<file path="config.mk">
export PLATFORM = sky130hd
export DESIGN_NAME = counter_sched
export DESIGN_NICKNAME = d
export VERILOG_FILES = /design/src/rtl/counter_sched_pkg.sv /design/src/rtl/counter_sched_rr_arbiter.sv /design/src/rtl/counter_sched.sv
export SDC_FILE = /design/constraint.sdc
export NUM_CORES = 1
export LEC_CHECK = 0
export CORE_AREA = 2 2 185 187
export CTS_CLUSTER_DIAMETER = 40
export DETAILED_ROUTE_END_ITERATION = 6
export DIE_AREA = 0 0 187 189
export PLACE_DENSITY = 0.55
export SETUP_SLACK_MARGIN = 0.1
export SLEW_MARGIN = 40
export SYNTH_ARGS = -nofsm -noshare
export SYNTH_HDL_FRONTEND = slang
export SYNTH_SLANG_ARGS = --single-unit
</file>
<file path="constraint.sdc">
create_clock -name clk -period 4.5 [get_ports clk]
set_input_delay 0.9 -clock clk [delete_from_list [all_inputs] [get_ports clk]]
set_output_delay 0.9 -clock clk [all_outputs]
set_load 0.01 [all_outputs]
</file>
<file path="src/rtl/counter_sched_pkg.sv">
// Shared types and constants for the round-robin counter scheduler.
// Optional feature macro: COUNTER_SCHED_STATS_EN (per-requester grant counters).
package counter_sched_pkg;

   typedef enum logic [1:0] {
      OP_INIT  = 2'd0,
      OP_START = 2'd1,
      OP_READ  = 2'd2,
      OP_STAT  = 2'd3
   } op_t;

   typedef enum logic [1:0] {
      ST_IDLE  = 2'd0,
      ST_ISSUE = 2'd1,
      ST_WAIT  = 2'd2,
      ST_RESP  = 2'd3
   } state_t;

   localparam int unsigned RESP_W = 64;
   // Returned for STAT when grant counters are not built in.
   localparam logic [RESP_W-1:0] RESP_UNSUP = '1;

endpackage

</file>
<file path="src/rtl/counter_sched_rr_arbiter.sv">
// Combinational round-robin arbiter: first set request at or after ptr_i, wrapping.
module rr_arbiter #(
   parameter int unsigned NREQ = 4,
   parameter int unsigned IDW  = 2
) (
   input  logic [NREQ-1:0] req_i,
   input  logic [IDW-1:0]  ptr_i,
   output logic [NREQ-1:0] gnt_o,
   output logic [IDW-1:0]  idx_o,
   output logic            any_o
);

   int unsigned k;

   always_comb begin
      gnt_o = '0;
      idx_o = '0;
      any_o = 1'b0;
      k     = 0;
      for (int unsigned i = 0; i < NREQ; i++) begin
         k = (32'(ptr_i) + i) % NREQ;
         if (!any_o && req_i[k[IDW-1:0]]) begin
            any_o              = 1'b1;
            gnt_o[k[IDW-1:0]]  = 1'b1;
            idx_o              = k[IDW-1:0];
         end
      end
   end

endmodule

</file>
<file path="src/rtl/counter_sched.sv">
// Round-robin scheduler sharing one counter among NREQ requesters, one response per command.
// Optional feature macro: COUNTER_SCHED_STATS_EN (STAT returns per-requester grant count).
module counter_sched #(
   parameter int unsigned XLEN    = 64,
   parameter int unsigned NREQ    = 4,
   parameter int unsigned IDW     = 2,
   parameter int unsigned CTR_LAT = 1
) (
   input  logic                 clk,
   input  logic                 reset,
   input  logic [NREQ-1:0]      req_valid,
   output logic [NREQ-1:0]      req_ready,
   input  logic [2*NREQ-1:0]    req_op,
   input  logic [XLEN*NREQ-1:0] req_data,
   output logic                 resp_valid,
   input  logic                 resp_ready,
   output logic [IDW-1:0]       resp_id,
   output logic [XLEN-1:0]      resp_data,
   output logic                 ctr_init,
   output logic [XLEN-1:0]      ctr_init_val,
   output logic                 ctr_start,
   output logic                 ctr_return,
   input  logic [XLEN-1:0]      ctr_count
);

   import counter_sched_pkg::*;

   state_t          state_q, state_d;
   op_t             op_q, gnt_op;
   logic [IDW-1:0]  ptr_q, id_q, gnt_idx;
   logic [NREQ-1:0] gnt_oh;
   logic            gnt_any, take;
   logic [XLEN-1:0] gnt_data, ival_q, rdata_q, rdata_d, stat_val;
   logic            init_q, start_q, ret_q;
   logic [2:0]      wait_q;

   rr_arbiter #(.NREQ(NREQ), .IDW(IDW)) u_arb (
      .req_i (req_valid),
      .ptr_i (ptr_q),
      .gnt_o (gnt_oh),
      .idx_o (gnt_idx),
      .any_o (gnt_any)
   );

   assign take     = (state_q == ST_IDLE) && gnt_any;
   // Flops sit in IDLE during reset, so ready must also be masked by reset itself.
   assign req_ready = (take && reset) ? gnt_oh : '0;
   assign gnt_op   = op_t'(req_op[2*32'(gnt_idx) +: 2]);
   assign gnt_data = req_data[XLEN*32'(gnt_idx) +: XLEN];

`ifdef COUNTER_SCHED_STATS_EN
   logic [31:0] gcnt_q [NREQ];

   always_ff @(posedge clk or negedge reset) begin
      if (!reset) begin
         for (int unsigned i = 0; i < NREQ; i++) gcnt_q[i] <= '0;
      end else if (take) begin
         gcnt_q[gnt_idx] <= gcnt_q[gnt_idx] + 32'd1;
      end
   end

   assign stat_val = XLEN'(gcnt_q[id_q]);
`else
   assign stat_val = XLEN'(RESP_UNSUP);
`endif

   always_comb begin
      state_d = state_q;
      rdata_d = rdata_q;
      unique case (state_q)
         ST_IDLE:  if (gnt_any) state_d = ST_ISSUE;
         ST_ISSUE: state_d = ST_WAIT;
         ST_WAIT: begin
            if (wait_q <= 3'd1) begin
               state_d = ST_RESP;
               unique case (op_q)
                  OP_READ: rdata_d = ctr_count;
                  OP_STAT: rdata_d = stat_val;
                  default: rdata_d = '0;
               endcase
            end
         end
         ST_RESP:  if (resp_ready) state_d = ST_IDLE;
         default:  state_d = ST_IDLE;
      endcase
   end

   always_ff @(posedge clk or negedge reset) begin
      if (!reset) begin
         state_q <= ST_IDLE;
         op_q    <= OP_INIT;
         ptr_q   <= '0;
         id_q    <= '0;
         ival_q  <= '0;
         rdata_q <= '0;
         init_q  <= 1'b0;
         start_q <= 1'b0;
         ret_q   <= 1'b0;
         wait_q  <= '0;
      end else begin
         state_q <= state_d;
         rdata_q <= rdata_d;
         init_q  <= take && (gnt_op == OP_INIT);
         start_q <= take && (gnt_op == OP_START);
         ret_q   <= take && (gnt_op == OP_READ);
         if (take) begin
            op_q  <= gnt_op;
            id_q  <= gnt_idx;
            ptr_q <= (gnt_idx == IDW'(NREQ-1)) ? '0 : gnt_idx + 1'b1;
            if (gnt_op == OP_INIT) ival_q <= gnt_data;
         end
         if (state_q == ST_ISSUE)
            wait_q <= 3'(CTR_LAT);
         else if (state_q == ST_WAIT && wait_q != 3'd0)
            wait_q <= wait_q - 3'd1;
      end
   end

   assign resp_valid   = (state_q == ST_RESP);
   assign resp_id      = id_q;
   assign resp_data    = rdata_q;
   assign ctr_init     = init_q;
   assign ctr_init_val = ival_q;
   assign ctr_start    = start_q;
   assign ctr_return   = ret_q;

endmodule

</file>
==> out/results.env <==
YOSYS.CELL_COUNT.TOP_TYPE='sky130_fd_sc_hd__mux2i_1'
SYNTHFLOPTYPE='sky130_fd_sc_hd__dfrtp_1'
SYNTH_AREA_LEADER_CELL='sky130_fd_sc_hd__dfrtp_1'
CTS_SINKS=142
DIE_WIDTH_UM=187
LAYOUT-AREA-OVERHEAD-VS-SYNTH_PCT=69.4
RUN_STATUS='complete, no violations'
NUMBER_OF_MAX_SLEW_VIOLATIONS_IN_THE_FINAL_REPORT=0
TIMING.CRITICAL_PATH.ARRIVAL_PS=3360
MAX-VDD-IR-DROP_uV=508
GR-USAGE-ALL-LAYERS_PCT=18.4
ROUTE.ANTENNA.REMAINING_NETS=0
MIN-DELAY-PATH-CLASS='input port to asynchronous set/reset pin'
CTSROOTBUFFERMASTER='sky130_fd_sc_hd__clkbuf_16'
SKEW_PS=16.1
FINAL_AREA_UM2=14300
SYNTH-ASYNC-RESET-RATIO_PCT=100
DRTPASS1ITERATIONS=4
NETLIST_INSTANCES=775
IO_PINS=473
DIE_AREA_UM2=35300
CLKLATENCYLATEPIN_PS=420
ROWS=67
SYNTH_AREA_PER_CELL_UM2=10.9
FP.DIEH_UM=189
POST-ROUTE-DRC-COUNT=0
GLOBALROUTE.TOTALOVERFLOW=0
WORSTSETUPSTARTPOINTTYPE='input port'
DRT_ITER0_DRC=267
PLACEMENT.CELL_AREA_UM2=13700
WL_UM=33000
REG2REG_SLACK_PS=870
PLACE_HPWL_UM=25500
HOLD_WS_PS=376
FINALWORSTPATHREQUIREDPERIOD_PS=4260
CTS_TREE='yes'
SYNTH.TOP_CELLS.BY_COUNT='sky130_fd_sc_hd__mux2i_1, sky130_fd_sc_hd__dfrtp_1, sky130_fd_sc_hd__o21ai_0'
CTS.REPORTEDPATHS.CLKPINSLEW_PS=80
MAXCLOCKFREQUENCY_MHz=235
CRITICAL_PATH.ENDPOINT_TYPE='output pin'
GRT_START_MAX_NET_PINS=74
WL_MET1_UM=13400
DRT-VIAS-PER-INSTANCE=4.54
ROUTED-WL-MET2_UM=16100
SYNTH_TOP_CELLS_BY_AREA='sky130_fd_sc_hd__dfrtp_1, sky130_fd_sc_hd__mux2i_1, sky130_fd_sc_hd__mux2_4'
NUMBER_OF_GLOBAL_ROUTE_VIAS_BEFORE_REPAIR=7954
ANTENNA_FOUND_INITIAL=4
SLEW-LIMIT-HEADROOM_PCT=56.2
PORT-BUFFER-COUNT=472
FINAL_SETUP_VIOLATIONS=0
NUM-NETS-FINAL=1576
INSERTED_CLOCK_BUFFERS=17
MAXCAPVIOLATIONS=0
NUMBER_OF_H_TREE_LEVELS=4
R2R-START='ptr_q[0]'
HOLDBUFCOUNTCTS=0
WORST_EP_REQUIRED_TIME_PS=3600
SYNTH_SEQ_AREA_SHARE_PCT=42.0
POSTCTSSETUPREPAIRBUFS=0
DESIGN.CORE.AREA_UM2=33300
TOTALNEGATIVESETUPSLACK_PS=0
DR_WL_MET3_UM=2790
SYNTH.LIB_CELLS_USED.DISTINCT=42
PWR_CELL_AREA_nW_PER_UM2=676
SYNTH.CELL_AREA_UM2=8450
RR_ENDPOINT='ctr_init_val[13]'
GP_ROUTABILITY_CONGESTION=0.842
YOSYSTOPAREACELLSHARE_PCT=42.0
GRT_PASS1_WL_UM=49500
TIMING_WORST_SLEW_PIN_VALUE_PS=657
ROUTED.TOP_LAYER='met5'
INITIAL_UTILIZATION_PCT=25.4
SYNTH_FP_NETS=1124
R2R_CELLS=11
SYNTH_SEQ_CELLS=142
LEAKAGE_uW=0.00615
SYNTH-EDFF-COUNT=0
SETUP.WORST_PATH.CLASS='input port to output pin'
FINAL.FILL_COUNT=3234
LAYOUT_WORST_PATH_CYCLE_SHARE_PCT=94.6
DR_TOTAL_VIAS=7677
GRT_SETUP_UNREPAIRED='no'
FINALHOLDVIOLCOUNT=0
CRITICAL_PATH_PEAK_FANOUT=10
DRT-WIRELENGTH-PER-CELL_UM=19.5
SYNTHESIS.YOSYS.WARNINGS=0
CTS_MAX_PATH_BUFFERS=2
FINALPOWER_uW=9670
FRACTION_OF_LAYOUT_CELLS_WITH_A_SIZE_SUFFIX_ABOVE_1_PCT=9.52
==> sequential cells by signal (all words and copies together) (netlist names) <==
register and flops:
ctr_init_val 64, ctr_return 1, resp_id 2, ctr_init 1
ptr_q 2, resp_data 64, ctr_start 1, op_q 2
state_q 2, wait_q 3
==> per-layer routing <==
layer | GRT usage, % | vias up
met3 | 6.90 | 37
met5 | 0 | -
met1 | 21.6 | 3635
li1 | - | 3683
met2 | 31.0 | 320
met4 | 5.86 | 2
==> cell usage in the layout, fill, tap and decap left out, types with 2 or more instances in the layout <==
cell type,count
sky130_fd_sc_hd__mux2_4,49
sky130_fd_sc_hd__o21ai_1,8
sky130_fd_sc_hd__dfrtp_1,141
sky130_fd_sc_hd__nand2b_1,6
sky130_fd_sc_hd__mux4_2,3
sky130_fd_sc_hd__buf_4,18
sky130_fd_sc_hd__buf_12,6
sky130_fd_sc_hd__inv_2,2
sky130_fd_sc_hd__o21ai_0,125
sky130_fd_sc_hd__a22oi_1,4
sky130_fd_sc_hd__nand3b_1,2
sky130_fd_sc_hd__nor4_1,2
sky130_fd_sc_hd__inv_6,5
sky130_fd_sc_hd__mux2i_1,198
sky130_fd_sc_hd__inv_1,6
sky130_fd_sc_hd__clkdlybuf4s50_1,470
sky130_fd_sc_hd__nor2b_1,3
sky130_fd_sc_hd__clkbuf_16,17
sky130_fd_sc_hd__nor3_1,2
sky130_fd_sc_hd__clkinvlp_4,3
sky130_fd_sc_hd__a221oi_1,4
sky130_fd_sc_hd__nand2_1,76
sky130_fd_sc_hd__buf_6,2
sky130_fd_sc_hd__mux2_1,18
sky130_fd_sc_hd__inv_8,3
sky130_fd_sc_hd__diode_2,3
sky130_fd_sc_hd__ha_1,14
sky130_fd_sc_hd__nor2_1,21
sky130_fd_sc_hd__xnor2_1,3
sky130_fd_sc_hd__clkinv_4,2
sky130_fd_sc_hd__a21oi_1,5
==> cell type report <==
class / count / area [um^2] / area share, %
Sequential cell: 142 / 3560 / 24.8
Inverter: 8 / 30.0 / 0.210
Clock inverter: 14 / 148 / 1.03
Clock buffer: 18 / 439 / 3.07
Timing Repair Buffer: 497 / 4990 / 34.9
Tap cell: 448 / 561 / 3.92
Antenna cell: 3 / 7.51 / 0.0524
Multi-Input combinational cell: 561 / 4580 / 32.0
==> power breakdown <==
group / leakage, uW / internal (uW) / switching (uW)
combinational: 0.00409 / 3200 / 2770
clock: 0.000280 / 800 / 659
sequential: 0.00178 / 1850 / 400
==> kinds of logic after synthesis <==
family / Yosys count / synth area share [%]
adders and majority gates: 14 / 2.07
buffers and inverters: 72 / 4.20
muxes: 269 / 35.5
and+or+nand+nor: 118 / 5.91
AOI/OAI and AO/OA: 157 / 9.99
DFF: 142 / 42.0
xor gates and xnor gates: 3 / 0.311
==> worst max-delay path: stages <==
cell,delay (ps)
sky130_fd_sc_hd__clkdlybuf4s50_1,560
sky130_fd_sc_hd__mux4_2,580
sky130_fd_sc_hd__nor2b_1,330
sky130_fd_sc_hd__a22oi_1,120
sky130_fd_sc_hd__nor2_1,130
sky130_fd_sc_hd__a221oi_1,60
sky130_fd_sc_hd__nor2_1,100
sky130_fd_sc_hd__clkdlybuf4s50_1,560
==> worst max path at each step <==
stage	startpoint	endpoint	slack (ps)	cells past startpoint
6_report	req_valid[0]	req_ready[3]	240	8
4_1_cts	req_valid[2]	req_ready[0]	250	7
2_1_floorplan	ptr_q[0]	ctr_init_val[10]	1040	13
3_3_place_gp	req_valid[2]	ctr_init_val[13]	270	10
5_1_grt	req_valid[0]	req_ready[0]	100	7
3_5_place_dp	req_valid[2]	ctr_init_val[13]	240	10
==> repair_timing <==
item                       CTS  global route
hold endpoints to repair     0             0
resized for setup            0             1
setup endpoints to repair    0             4
==> metrics by stage <==
| step | std cells | setup WS, ps | util [%] |
|---|---|---|---|
| 3_5_place_dp | 1656 | 242 | 41.2 |
| 5_1_grt | 1691 | 104 | 43.0 |
| 4_1_cts | 1688 | 251 | 43.0 |
| 6_report | 1691 | 244 | 43.0 |
| 3_3_place_gp | 1656 | 265 | 41.2 |
| 2_1_floorplan | 775 | 1040 | - |
(Power assumes the default switching activity.)
